File: config.mk
export PLATFORM = sky130hd
export DESIGN_NAME = vector_mem_unit
export DESIGN_NICKNAME = d
export VERILOG_FILES = /design/src/rtl/vec_mem_pkg.sv /design/src/rtl/vec_lane_reg.sv /design/src/rtl/vector_mem_unit.sv
export SDC_FILE = /design/constraint.sdc
export NUM_CORES = 1
export LEC_CHECK = 0
export CAP_MARGIN = 20
export CORE_ASPECT_RATIO = 0.75
export CORE_MARGIN = 2
export CORE_UTILIZATION = 40
export CTS_CLUSTER_DIAMETER = 200
export DETAILED_ROUTE_END_ITERATION = 10
export MAX_ROUTING_LAYER = met4
export PLACE_DENSITY_LB_ADDON = 0.25
export SETUP_SLACK_MARGIN = 0.2
export SLEW_MARGIN = 20
export SYNTH_ARGS = -nofsm -noshare
export SYNTH_HDL_FRONTEND = slang
export SYNTH_SLANG_ARGS = --single-unit
File: constraint.sdc
create_clock -name clk -period 4.1 [get_ports clk]
set_input_delay 1.23 -clock clk [delete_from_list [all_inputs] [get_ports clk]]
set_output_delay 1.23 -clock clk [all_outputs]
set_load 0.005 [all_outputs]
File: src/rtl/vec_mem_pkg.sv
// =============================================================================
// Module      : vec_mem_pkg
// Description : Shared types and constants for the vector memory-access stage.
// Revision    : 1.0
// =============================================================================
`default_nettype none

package vec_mem_pkg;

    localparam int VMU_WIDTH        = 24;
    localparam int VMU_VECTOR_WIDTH = 8;
    localparam int VMU_ADDR_WIDTH   = 16;
    localparam int LANE_IDX_W       = $clog2(VMU_VECTOR_WIDTH);

    typedef enum logic [2:0] {
        IDLE  = 3'd0,
        LOAD  = 3'd1,
        DRAIN = 3'd2,
        STORE = 3'd3,
        DONE  = 3'd4
    } vmu_state_t;

    typedef logic [VMU_WIDTH-1:0]                       vmu_lane_t;
    typedef logic [VMU_VECTOR_WIDTH-1:0][VMU_WIDTH-1:0] vmu_vec_t;

endpackage

`default_nettype wire

File: src/rtl/vec_lane_reg.sv
// =============================================================================
// Module      : vec_lane_reg
// Description : Lane-addressable vector register with full-vector load and
//               single-lane write.
// Revision    : 1.0
// =============================================================================
`default_nettype none

module vec_lane_reg #(
    parameter int WIDTH = 24,
    parameter int LANES = 8,
    parameter int IDX_W = $clog2(LANES)
) (
    input  logic                         clk,
    input  logic                         reset,
    input  logic                         i_load_all,
    input  logic [LANES-1:0][WIDTH-1:0]  i_vec,
    input  logic                         i_lane_we,
    input  logic [IDX_W-1:0]             i_lane_idx,
    input  logic [WIDTH-1:0]             i_lane_data,
    output logic [LANES-1:0][WIDTH-1:0]  o_vec
);

    logic [LANES-1:0][WIDTH-1:0] r_vec;

    // A full-vector load takes priority over a single-lane write.
    always_ff @(posedge clk) begin
        if (reset) begin
            r_vec <= '0;
        end else if (i_load_all) begin
            r_vec <= i_vec;
        end else if (i_lane_we) begin
            for (int i = 0; i < LANES; i++) begin
                if (i_lane_idx == IDX_W'(i)) begin
                    r_vec[i] <= i_lane_data;
                end
            end
        end
    end

    assign o_vec = r_vec;

endmodule

`default_nettype wire

File: src/rtl/vector_mem_unit.sv
// =============================================================================
// Module      : vector_mem_unit
// Description : Serialises one vector load/store into per-lane accesses on a
//               word-addressed synchronous RAM, stalling the pipeline meanwhile.
// Revision    : 1.0
// =============================================================================
`default_nettype none

module vector_mem_unit
    import vec_mem_pkg::*;
#(
    parameter int WIDTH        = VMU_WIDTH,
    parameter int VECTOR_WIDTH = VMU_VECTOR_WIDTH,
    parameter int ADDR_WIDTH   = VMU_ADDR_WIDTH
) (
    input  logic                                 clk,
    input  logic                                 reset,
    input  logic                                 start_i,
    input  logic                                 is_store_i,
    input  logic [ADDR_WIDTH-1:0]                base_addr_i,
    input  logic [VECTOR_WIDTH-1:0][WIDTH-1:0]   store_data_i,
    output logic [ADDR_WIDTH-1:0]                mem_addr_o,
    output logic                                 mem_we_o,
    output logic [WIDTH-1:0]                     mem_wdata_o,
    input  logic [WIDTH-1:0]                     mem_rdata_i,
    output logic [VECTOR_WIDTH-1:0][WIDTH-1:0]   load_data_o,
    output logic                                 busy_o,
    output logic                                 done_o
);

    localparam int                 c_idx_w     = $clog2(VECTOR_WIDTH);
    localparam logic [c_idx_w-1:0] c_last_lane = c_idx_w'(VECTOR_WIDTH - 1);

    vmu_state_t                       r_state;
    vmu_state_t                       w_state_nxt;
    logic [c_idx_w-1:0]               r_cnt;
    logic [c_idx_w-1:0]               w_cnt_nxt;
    logic [ADDR_WIDTH-1:0]            r_base;
    logic [ADDR_WIDTH-1:0]            r_addr_hold;
    logic [ADDR_WIDTH-1:0]            w_lane_addr;
    logic                             w_accept;
    logic                             w_access;
    logic                             w_cap_we;
    logic [c_idx_w-1:0]               w_cap_idx;
    logic [VECTOR_WIDTH-1:0][WIDTH-1:0] w_store_vec;

    assign w_accept    = (r_state == IDLE) && start_i;
    assign w_access    = (r_state == LOAD) || (r_state == STORE);
    assign w_lane_addr = r_base + ADDR_WIDTH'(r_cnt);

    always_ff @(posedge clk) begin
        if (reset) begin
            r_state     <= IDLE;
            r_cnt       <= '0;
            r_base      <= '0;
            r_addr_hold <= '0;
        end else begin
            r_state <= w_state_nxt;
            r_cnt   <= w_cnt_nxt;
            if (w_accept) begin
                r_base <= base_addr_i;
            end
            // Remember the last issued address so the RAM port is stable when idle.
            if (w_access) begin
                r_addr_hold <= w_lane_addr;
            end
        end
    end

    always_comb begin
        w_state_nxt = r_state;
        w_cnt_nxt   = r_cnt;
        w_cap_we    = 1'b0;
        w_cap_idx   = r_cnt - 1'b1;
        mem_addr_o  = r_addr_hold;
        mem_we_o    = 1'b0;
        mem_wdata_o = '0;
        busy_o      = 1'b0;
        done_o      = 1'b0;
        case (r_state)
            IDLE: begin
                if (start_i) begin
                    busy_o      = 1'b1;
                    w_cnt_nxt   = '0;
                    w_state_nxt = is_store_i ? STORE : LOAD;
                end
            end
            LOAD: begin
                busy_o     = 1'b1;
                mem_addr_o = w_lane_addr;
                // Read data trails its address by one cycle, so lane cnt-1 lands now.
                w_cap_we   = (r_cnt != '0);
                w_cnt_nxt  = r_cnt + 1'b1;
                if (r_cnt == c_last_lane) begin
                    w_state_nxt = DRAIN;
                end
            end
            DRAIN: begin
                busy_o      = 1'b1;
                w_cap_we    = 1'b1;
                w_cap_idx   = c_last_lane;
                w_state_nxt = DONE;
            end
            STORE: begin
                busy_o      = 1'b1;
                mem_addr_o  = w_lane_addr;
                // A reset arriving mid-store must not let the current lane through.
                mem_we_o    = !reset;
                mem_wdata_o = reset ? '0 : w_store_vec[r_cnt];
                w_cnt_nxt   = r_cnt + 1'b1;
                if (r_cnt == c_last_lane) begin
                    w_state_nxt = DONE;
                end
            end
            DONE: begin
                done_o      = !reset;
                w_state_nxt = IDLE;
            end
            default: begin
                w_state_nxt = IDLE;
            end
        endcase
    end

    vec_lane_reg #(
        .WIDTH (WIDTH),
        .LANES (VECTOR_WIDTH)
    ) u_store_vec (
        .clk         (clk),
        .reset       (reset),
        .i_load_all  (w_accept),
        .i_vec       (store_data_i),
        .i_lane_we   (1'b0),
        .i_lane_idx  ('0),
        .i_lane_data ('0),
        .o_vec       (w_store_vec)
    );

    vec_lane_reg #(
        .WIDTH (WIDTH),
        .LANES (VECTOR_WIDTH)
    ) u_load_vec (
        .clk         (clk),
        .reset       (reset),
        .i_load_all  (1'b0),
        .i_vec       ('0),
        .i_lane_we   (w_cap_we),
        .i_lane_idx  (w_cap_idx),
        .i_lane_data (mem_rdata_i),
        .o_vec       (load_data_o)
    );

endmodule

`default_nettype wire

==> flow_summary.ini, run 1 <==
[run_status]
outcome = finished clean

[critical_path]
r2r-end = u_load_vec.o_vec[147]
startpoint = r_base[1]
endpoint = mem_addr_o[7]
crit_family = buffers and inverters
start_kind = register
path_buf_inv = 1
cp.arrival_ps = 2620
rr_startpoint = r_cnt[1]
rr_worst_depth = 7
cpPeakStageDelay_ps = 530
cp_slowest_cell = clkdlybuf4s50_1
r2r_setup_slack_ps = 1240
cp.depth = 6
crit_path_end_kind = output pin
crit_fanout = 7
worst-setup-path-type = reg -> out
crit_path_cell_trace = ha_1, nand3_4, a21o_1, or2_2, a31oi_2, clkdlybuf4s50_1
required_ps = 2870

[synth]
synth-simple-area-share_pct = 20.2
synth_compound_area_share_pct = 8.24
synthAdderAreaFrac_pct = 0.616
async_flop_share_pct = 0
muxShareOfSynthArea_pct = 17.3
yosysSeqAreaShare_pct = 48.4
synthFlopType = dfxtp_1
synth-xor-area-share_pct = 0.502
postSynthCellCount = 1873
ys_ff_latch = 422
synth_edf_count = 0
syn_nets = 2117
synthesis.area_um2 = 17500
synth_top_family_by_area = simple AND/OR/NAND/NOR gates
synth.distinct_cells = 48
syn_avg_cell_area_um2 = 9.32
ys_warn_count = 0

[power_and_ir_drop]
p_leak_nw = 9.29
power_density_nw_per_um2 = 393
power_mw = 9.40
ir_drop_mv = 0.344

[place]
gp_congestion = 0.836
dp.cells = 2773
portBuffers = 470
hpwlAfterDp_um = 36300
placed_cell_area_um2 = 22400

[floorplanning]
rows = 66
start_util_pct = 40.4
core_um2 = 43200
pin_count = 471
dieArea_um2 = 45300
fp.dieW_um = 245
die_h_um = 185

[global_routing]
grt_pass1_vias = 14000
grt_pass1_wl_um = 80600
grt_max_degree = 296
grt_usage_pct = 23.3
grt_antenna_before_repair = 7
gr-total-overflow = 0

[route]
finalWirelength_um = 53900
routed_via_density = 5.05
drt_pre_antenna_iters = 5
final_antenna_net_count = 0
wire_per_inst_um = 18.8
drc = 0
drt_iter0_drc = 950
num_vias = 14500

[hold_path]
min_path_type = reg -> reg

[clock_tree]
clockBufferDepth = 3
clock-root-buffer = clkbuf_16
cts_tree = done
clk_pin_slew_ps = 60
cts_sinks = 422
numCtsBuffers = 44
htree_levels = 2
cts_hold_buffers = 0
clock_latency_ps = 540

[timing]
slew_headroom_pct = 25.2
rsz0062_at_grt = true
worst_pin_slew_ps = 1120
tns_ps = 0
period_needed_ps = 3850
max_freq_ghz = 0.260
finClkSkew_ps = 12.1
report.final.slew_viol_count = 0
period_share_pct = 93.9
finalSetupViolations = 0
holdWs_ps = 452
finalHoldViolCount = 0

[layout]
layout-drive-gt1-share_pct = 7.55
finalInstanceArea_um2 = 23900
fillCellCount = 3816
final_common_cell = clkdlybuf4s50_1
fin_nets = 2490
fin_cells = 2862
area_delta_synth_final_pct = 37.1
final_cell_mix = 461 x clkdlybuf4s50_1, 436 x nand2_1, 418 x dfxtp_1

[job]
maxCapViolCount = 0
## cells by family after synthesis
group,Yosys count
XOR/XNOR,10
adder cells (fa/ha/maj),8
multiplexers,242
buffers and inverters,175
AO/OA/AOI/OAI,275
AND/OR/NAND/NOR,741
flip-flops,422
## state kept, by name, summed over array words and instances (netlist names)
register           count
r_base                16
u_store_vec.o_vec    192
u_load_vec.o_vec     192
r_cnt                  3
r_addr_hold           16
r_state                3
## power breakdown
group | switching, mW | internal [mW] | total [mW]
sequential | 0.103 | 4.28 | 4.38
clock | 1.64 | 2.26 | 3.90
combinational | 0.552 | 0.563 | 1.11
total | 2.30 | 7.10 | 9.40
## worst min path at each step
stage / startpoint / endpoint / slack (ps) / cells past startpoint
4_1_cts: u_store_vec.o_vec[81] / u_store_vec.o_vec[81] / 450 / 2
5_1_grt: u_store_vec.o_vec[98] / u_store_vec.o_vec[98] / 470 / 2
2_1_floorplan: u_store_vec.o_vec[144] / u_store_vec.o_vec[144] / 430 / 2
3_5_place_dp: u_store_vec.o_vec[81] / u_store_vec.o_vec[81] / 440 / 2
6_report: u_store_vec.o_vec[39] / u_store_vec.o_vec[39] / 450 / 2
3_3_place_gp: u_store_vec.o_vec[137] / u_store_vec.o_vec[137] / 440 / 2
## per-layer routing
metal | share of wire, % | up-vias | global-route usage, %
met1 | 43 | 7017 | 29.5
met5 | 0 | - | -
met2 | 49 | 352 | 38.0
met4 | 2.9 | 0 | 7.90
li1 | - | 6996 | -
met3 | 4.7 | 91 | 3.67
## per-stage QoR
| stage | setup WS (ps) | utilization, % |
|---|---|---|
| floorplan | 602 | - |
| global placement | 440 | 51.8 |
| detailed placement | 433 | 51.8 |
| CTS | 151 | 55.2 |
| global route | 133 | 55.4 |
| finish | 249 | 55.4 |
## synth_stat cells (10+ instances only)
cell      number  area [um2]
a211oi_1      10        75.1
mux4_2        48        1080
nand2_1      436        1640
nor2_1        45         169
mux2i_1      194        1940
o21ai_0       26         130
buf_2         34         170
dfxtp_1      422        8450
nand3b_1      26         195
nand2b_1     195        1220
a21oi_1      226        1130
clkbuf_1     115         432
## area by class of cell
type | instances | area (um2) | share of cell area [%]
Antenna cell | 7 | 17.5 | 0.0732
Clock buffer | 65 | 1300 | 5.44
Clock inverter | 12 | 92.6 | 0.387
Inverter | 4 | 15.0 | 0.0627
Multi-Input combinational cell | 1276 | 8300 | 34.7
Sequential cell | 422 | 8460 | 35.3
Tap cell | 578 | 723 | 3.02
Timing Repair Buffer | 498 | 5030 | 21.0
## repair_timing
action	4_1_cts	5_1_grt
cloned	0	1
endpoints found under the setup margin	34	23
buffers inserted	3	1
pin swaps	4	3
resized for setup	21	7
## tightest hold or removal path: cells and delay by family, from the launching register on
family | cells | cell delay, ps
AO/OA/AOI/OAI | 1 | 50
AND/OR/NAND/NOR | 1 | 50
flip-flops | 1 | 300
No activity file was read; power rests on OpenSTA's default activity.
==> run 2, diff against run 1 <==
CORE_ASPECT_RATIO = 1.75   (was 0.75)
MAX_ROUTING_LAYER = default   (was met4)
==> flow_summary.ini, run 2 (synthesis gave the netlist of run 1 again) <==
[timing]
finClkSkew_ps = 20.8
finalHoldViolCount = 0
worst_pin_slew_ps = 1010
finalSetupViolations = 0
period_needed_ps = 3910
max_freq_ghz = 0.256
slew_headroom_pct = 32.5
tns_ps = 0
period_share_pct = 95.4
rsz0062_at_grt = true
report.final.slew_viol_count = 0

[critical_path]
rr_worst_depth = 6
crit_path_cell_trace = ha_2, fa_2, a21oi_4, nor4_4, xnor2_1, a21oi_1, clkdlybuf4s50_1
crit_family = adder cells
crit_fanout = 3
r2r-end = u_load_vec.o_vec[124]
path_buf_inv = 1
worst-setup-path-type = reg -> out
required_ps = 2870
cp.depth = 7
cp_slowest_cell = clkdlybuf4s50_1
start_kind = register
cpPeakStageDelay_ps = 510
crit_path_end_kind = output pin
cp.arrival_ps = 2680
r2r_setup_slack_ps = 1250
rr_startpoint = r_cnt[1]

[place]
dp.cells = 2762
hpwlAfterDp_um = 35600
gp_congestion = 0.856
portBuffers = 470

[route]
drt_iter0_drc = 786
drc = 0
routed_via_density = 5.05
num_vias = 14400
drt_pre_antenna_iters = 7
wire_per_inst_um = 18.0
finalWirelength_um = 51300
final_antenna_net_count = 0

[global_routing]
grt_pass1_wl_um = 78300
grt_usage_pct = 21.7
gr-total-overflow = 0
grt_pass1_vias = 14400
grt_max_degree = 269
grt_antenna_before_repair = 10

[floorplanning]
start_util_pct = 40.4
fp.dieW_um = 162
core_um2 = 43200
die_h_um = 280
pin_count = 471
rows = 101
dieArea_um2 = 45400

[clock_tree]
cts_sinks = 422
clock-root-buffer = clkbuf_16
cts_hold_buffers = 0
clk_pin_slew_ps = 70
numCtsBuffers = 40
clockBufferDepth = 3
clock_latency_ps = 550
cts_tree = done
htree_levels = 2

[hold_path]
hold_depth = 2
min_path_type = reg -> reg
hold_end = u_store_vec.o_vec[50]
min_from = u_store_vec.o_vec[50]

[power_and_ir_drop]
ir_drop_mv = 0.316
clkPwrFrac_pct = 41.1
sw_frac_of_total_pct = 24.0
comb_power_share_pct = 12.0
seqPwrFrac_pct = 46.8
p_leak_nw = 9.28
internal-power_mw = 7.11
power_density_nw_per_um2 = 391
p_switching_mw = 2.24

[layout]
fin_nets = 2487
area_delta_synth_final_pct = 37.0
final_common_cell = clkdlybuf4s50_1
final_util_pct = 55.3
fillCellCount = 3918
final_cell_mix = 461 x clkdlybuf4s50_1, 436 x nand2_1, 419 x dfxtp_1
fin_cells = 2846
layout-drive-gt1-share_pct = 7.66

[run_status]
outcome = finished clean

[job]
maxCapViolCount = 0
## run 2: changes by cell type in the layout (fill, tap and decap cells not counted), moves of 2 or more
cell	change
clkbuf_1	-3
a21oi_2	+3
a21oi_1	-3
clkbuf_8	+3
diode_2	+2
or3_2	+2
bufinv_16	+2
or3_1	-2
clkbuf_16	-4
clkinv_2	-6
nor4b_1	+2
nor4b_2	-2
## run 2: power groups by stage
stage	clock network [mW]	registers (mW)	logic [mW]
after floorplan	0	4.44	0.638
after global placement	0	4.46	1.10
after detailed placement	0	4.47	1.12
after CTS	3.93	4.38	1.13
after global routing	4.08	4.40	1.23
final	3.84	4.38	1.12
## run 2: repair_timing
| action | in CTS | in global routing |
|---|---|---|
| pin swaps | 7 | 3 |
| endpoints found under the setup margin | 37 | 28 |
| gates resized for setup | 26 | 9 |
| cloned | 0 | 1 |
| setup buffers | 2 | 2 |
## run 2: metal layers
metal / global-route usage [%] / routed length (um) / vias up
met3: 4.23 / 3110 / 105
met2: 39.9 / 26700 / 485
met4: 8.94 / 2080 / 0
li1: - / - / 6990
met1: 24.2 / 19400 / 6783
met5: 0 / 0 / -
## run 2: stage by stage
step	hold WS [ps]	setup WS [ps]	power [mW]	instance area, um2
after global placement	439	296	5.56	22300
final	450	190	9.35	23900
after floorplan	433	602	5.07	17500
after global routing	470	106	9.70	23900
after detailed placement	443	334	5.59	22300
after CTS	452	71.6	9.44	23800
## run 2: final cells by class
type	count	area, um2	area share (%)
diodes	9	22.5	0.0942
clock buffers	61	1230	5.15
clock inverters	9	131	0.549
inverters	4	15.0	0.0628
multi-input cells	1276	8320	34.8
flip-flops and latches	422	8450	35.3
well taps	566	708	2.96
repair buffers	499	5040	21.1
## run 2: how the worst max path moves through the flow
stage                       to  startpoint  slack, ps
2_1_floorplan  mem_wdata_o[10]       reset        600
3_3_place_gp            done_o       reset        300
3_5_place_dp            done_o       reset        330
4_1_cts        mem_wdata_o[17]    r_cnt[0]         70
5_1_grt         mem_addr_o[14]    r_cnt[0]        110
6_report        mem_addr_o[14]    r_cnt[0]        190
## run 2: tightest hold or removal path, cell delays in order (launching register included)
cell and delay (ps):
dfxtp_1 300, nand2_1 50, a21oi_1 50
==> run 3, diff against run 2 <==
CTS_BUF_LIST = sky130_fd_sc_hd__clkbuf_16   (was default)
GPL_ROUTABILITY_DRIVEN = 0   (was default)
==> flow_summary.ini, run 3 (synthesis gave the netlist of run 1 again) <==
[run_status]
outcome = finished clean

[route]
drc = 0
wire_per_inst_um = 18.0
drt_iter0_drc = 733
final_antenna_net_count = 0
drt_pre_antenna_iters = 5
num_vias = 14400
finalWirelength_um = 51300
routed_via_density = 5.04

[power_and_ir_drop]
power_density_nw_per_um2 = 381
p_leak_nw = 9.22
ir_drop_mv = 0.262

[global_routing]
grt_pass1_wl_um = 78100
gr-total-overflow = 0
grt_usage_pct = 21.7
grt_antenna_before_repair = 11
grt_max_degree = 269
grt_pass1_vias = 14400

[place]
portBuffers = 470
hpwlAfterDp_um = 35600
pre_cts_ws_ps = 334

[timing]
slew_headroom_pct = 32.7
max_freq_ghz = 0.253
period_needed_ps = 3950
finalSetupViolations = 0
worst_slack_ps = 155
tns_ps = 0
finClkSkew_ps = 22.1
rsz0062_at_grt = true
finalHoldViolCount = 0
worst_pin_slew_ps = 1010
report.final.slew_viol_count = 0
period_share_pct = 96.2

[clock_tree]
cts_sinks = 422
clock-root-buffer = clkbuf_16
cts_tree = done
clk_pin_slew_ps = 60
clockBufferDepth = 3
htree_levels = 2
numCtsBuffers = 40
cts_hold_buffers = 0
clock_latency_ps = 550

[floorplanning]
core_um2 = 43200
die_h_um = 280
fp.dieW_um = 162
pin_count = 471
rows = 101
dieArea_um2 = 45400
start_util_pct = 40.4

[layout]
final_cell_mix = 461 x clkdlybuf4s50_1, 436 x nand2_1, 419 x dfxtp_1
layout-drive-gt1-share_pct = 7.09
area_delta_synth_final_pct = 36.2
final_common_cell = clkdlybuf4s50_1
fin_nets = 2487

[critical_path]
r2r-end = u_load_vec.o_vec[124]
crit_fanout = 3
required_ps = 2870
r2r_setup_slack_ps = 1260
crit_path_end_kind = output pin
rr_startpoint = r_cnt[1]
start_kind = register
rr_worst_depth = 6
cp.arrival_ps = 2720
worst-setup-path-type = reg -> out

[hold_path]
min_path_type = reg -> reg
min_from = u_store_vec.o_vec[50]
hold_end = u_store_vec.o_vec[50]
hold_depth = 2

[job]
maxCapViolCount = 0
[run 3: layout make-up]
type	count	area, um2
Tap cell	566	708
Timing Repair Buffer	499	5040
Antenna cell	10	25.0
Multi-Input combinational cell	1276	8310
Clock buffer	41	1030
Sequential cell	422	8450
Clock inverter	29	206
Inverter	4	15.0
Fill cell	3933	19400
[run 3: layer usage]
| metal | share of wire [%] | global-route usage (%) |
|---|---|---|
| met1 | 38 | 23.9 |
| met2 | 52 | 39.6 |
| met3 | 6.2 | 4.43 |
| met4 | 4.2 | 9.71 |
| met5 | 0 | 0 |
[run 3: repair_timing]
| action | 4_1_cts | 5_1_grt |
|---|---|---|
| resized for setup | 26 | 8 |
| pin swaps | 7 | 2 |
| buffers inserted | 2 | 2 |
| setup endpoints to repair | 37 | 28 |
| cloned | 0 | 1 |
[run 3: how the worst max path moves through the flow]
| stage | start | end | slack, ps |
|---|---|---|---|
| after global routing | r_cnt[0] | mem_addr_o[14] | 60 |
| final | r_cnt[0] | mem_addr_o[14] | 150 |
| after floorplan | reset | mem_wdata_o[10] | 600 |
| after detailed placement | reset | done_o | 330 |
| after global placement | reset | done_o | 300 |
| after CTS | r_cnt[0] | mem_wdata_o[17] | 70 |
[run 3: critical path: stages (launching register included)]
cell and delay (ps):
dfxtp_4 380, ha_2 210, fa_2 430, a21oi_4 230
nor4_2 90, xnor2_1 160, a21oi_1 150, clkdlybuf4s50_1 510
[run 3: through the flow]
stage          power [mW]  hold WS, ps  area [um2]  cells  util [%]
3_3_place_gp         5.56          439       22300   2762      51.7
2_1_floorplan        5.07          433       17500   1873         -
3_5_place_dp         5.59          443       22300   2762      51.7
4_1_cts              9.17          452       23700   2834      54.8
6_report             9.07          450       23800   2847      55.0
5_1_grt              9.43          470       23800   2847      55.0
[run 3: power breakdown]
part / internal, mW / switching [mW]
registers: 4.28 / 0.100
clock network: 2.00 / 1.57
logic: 0.567 / 0.556
total: 6.84 / 2.23
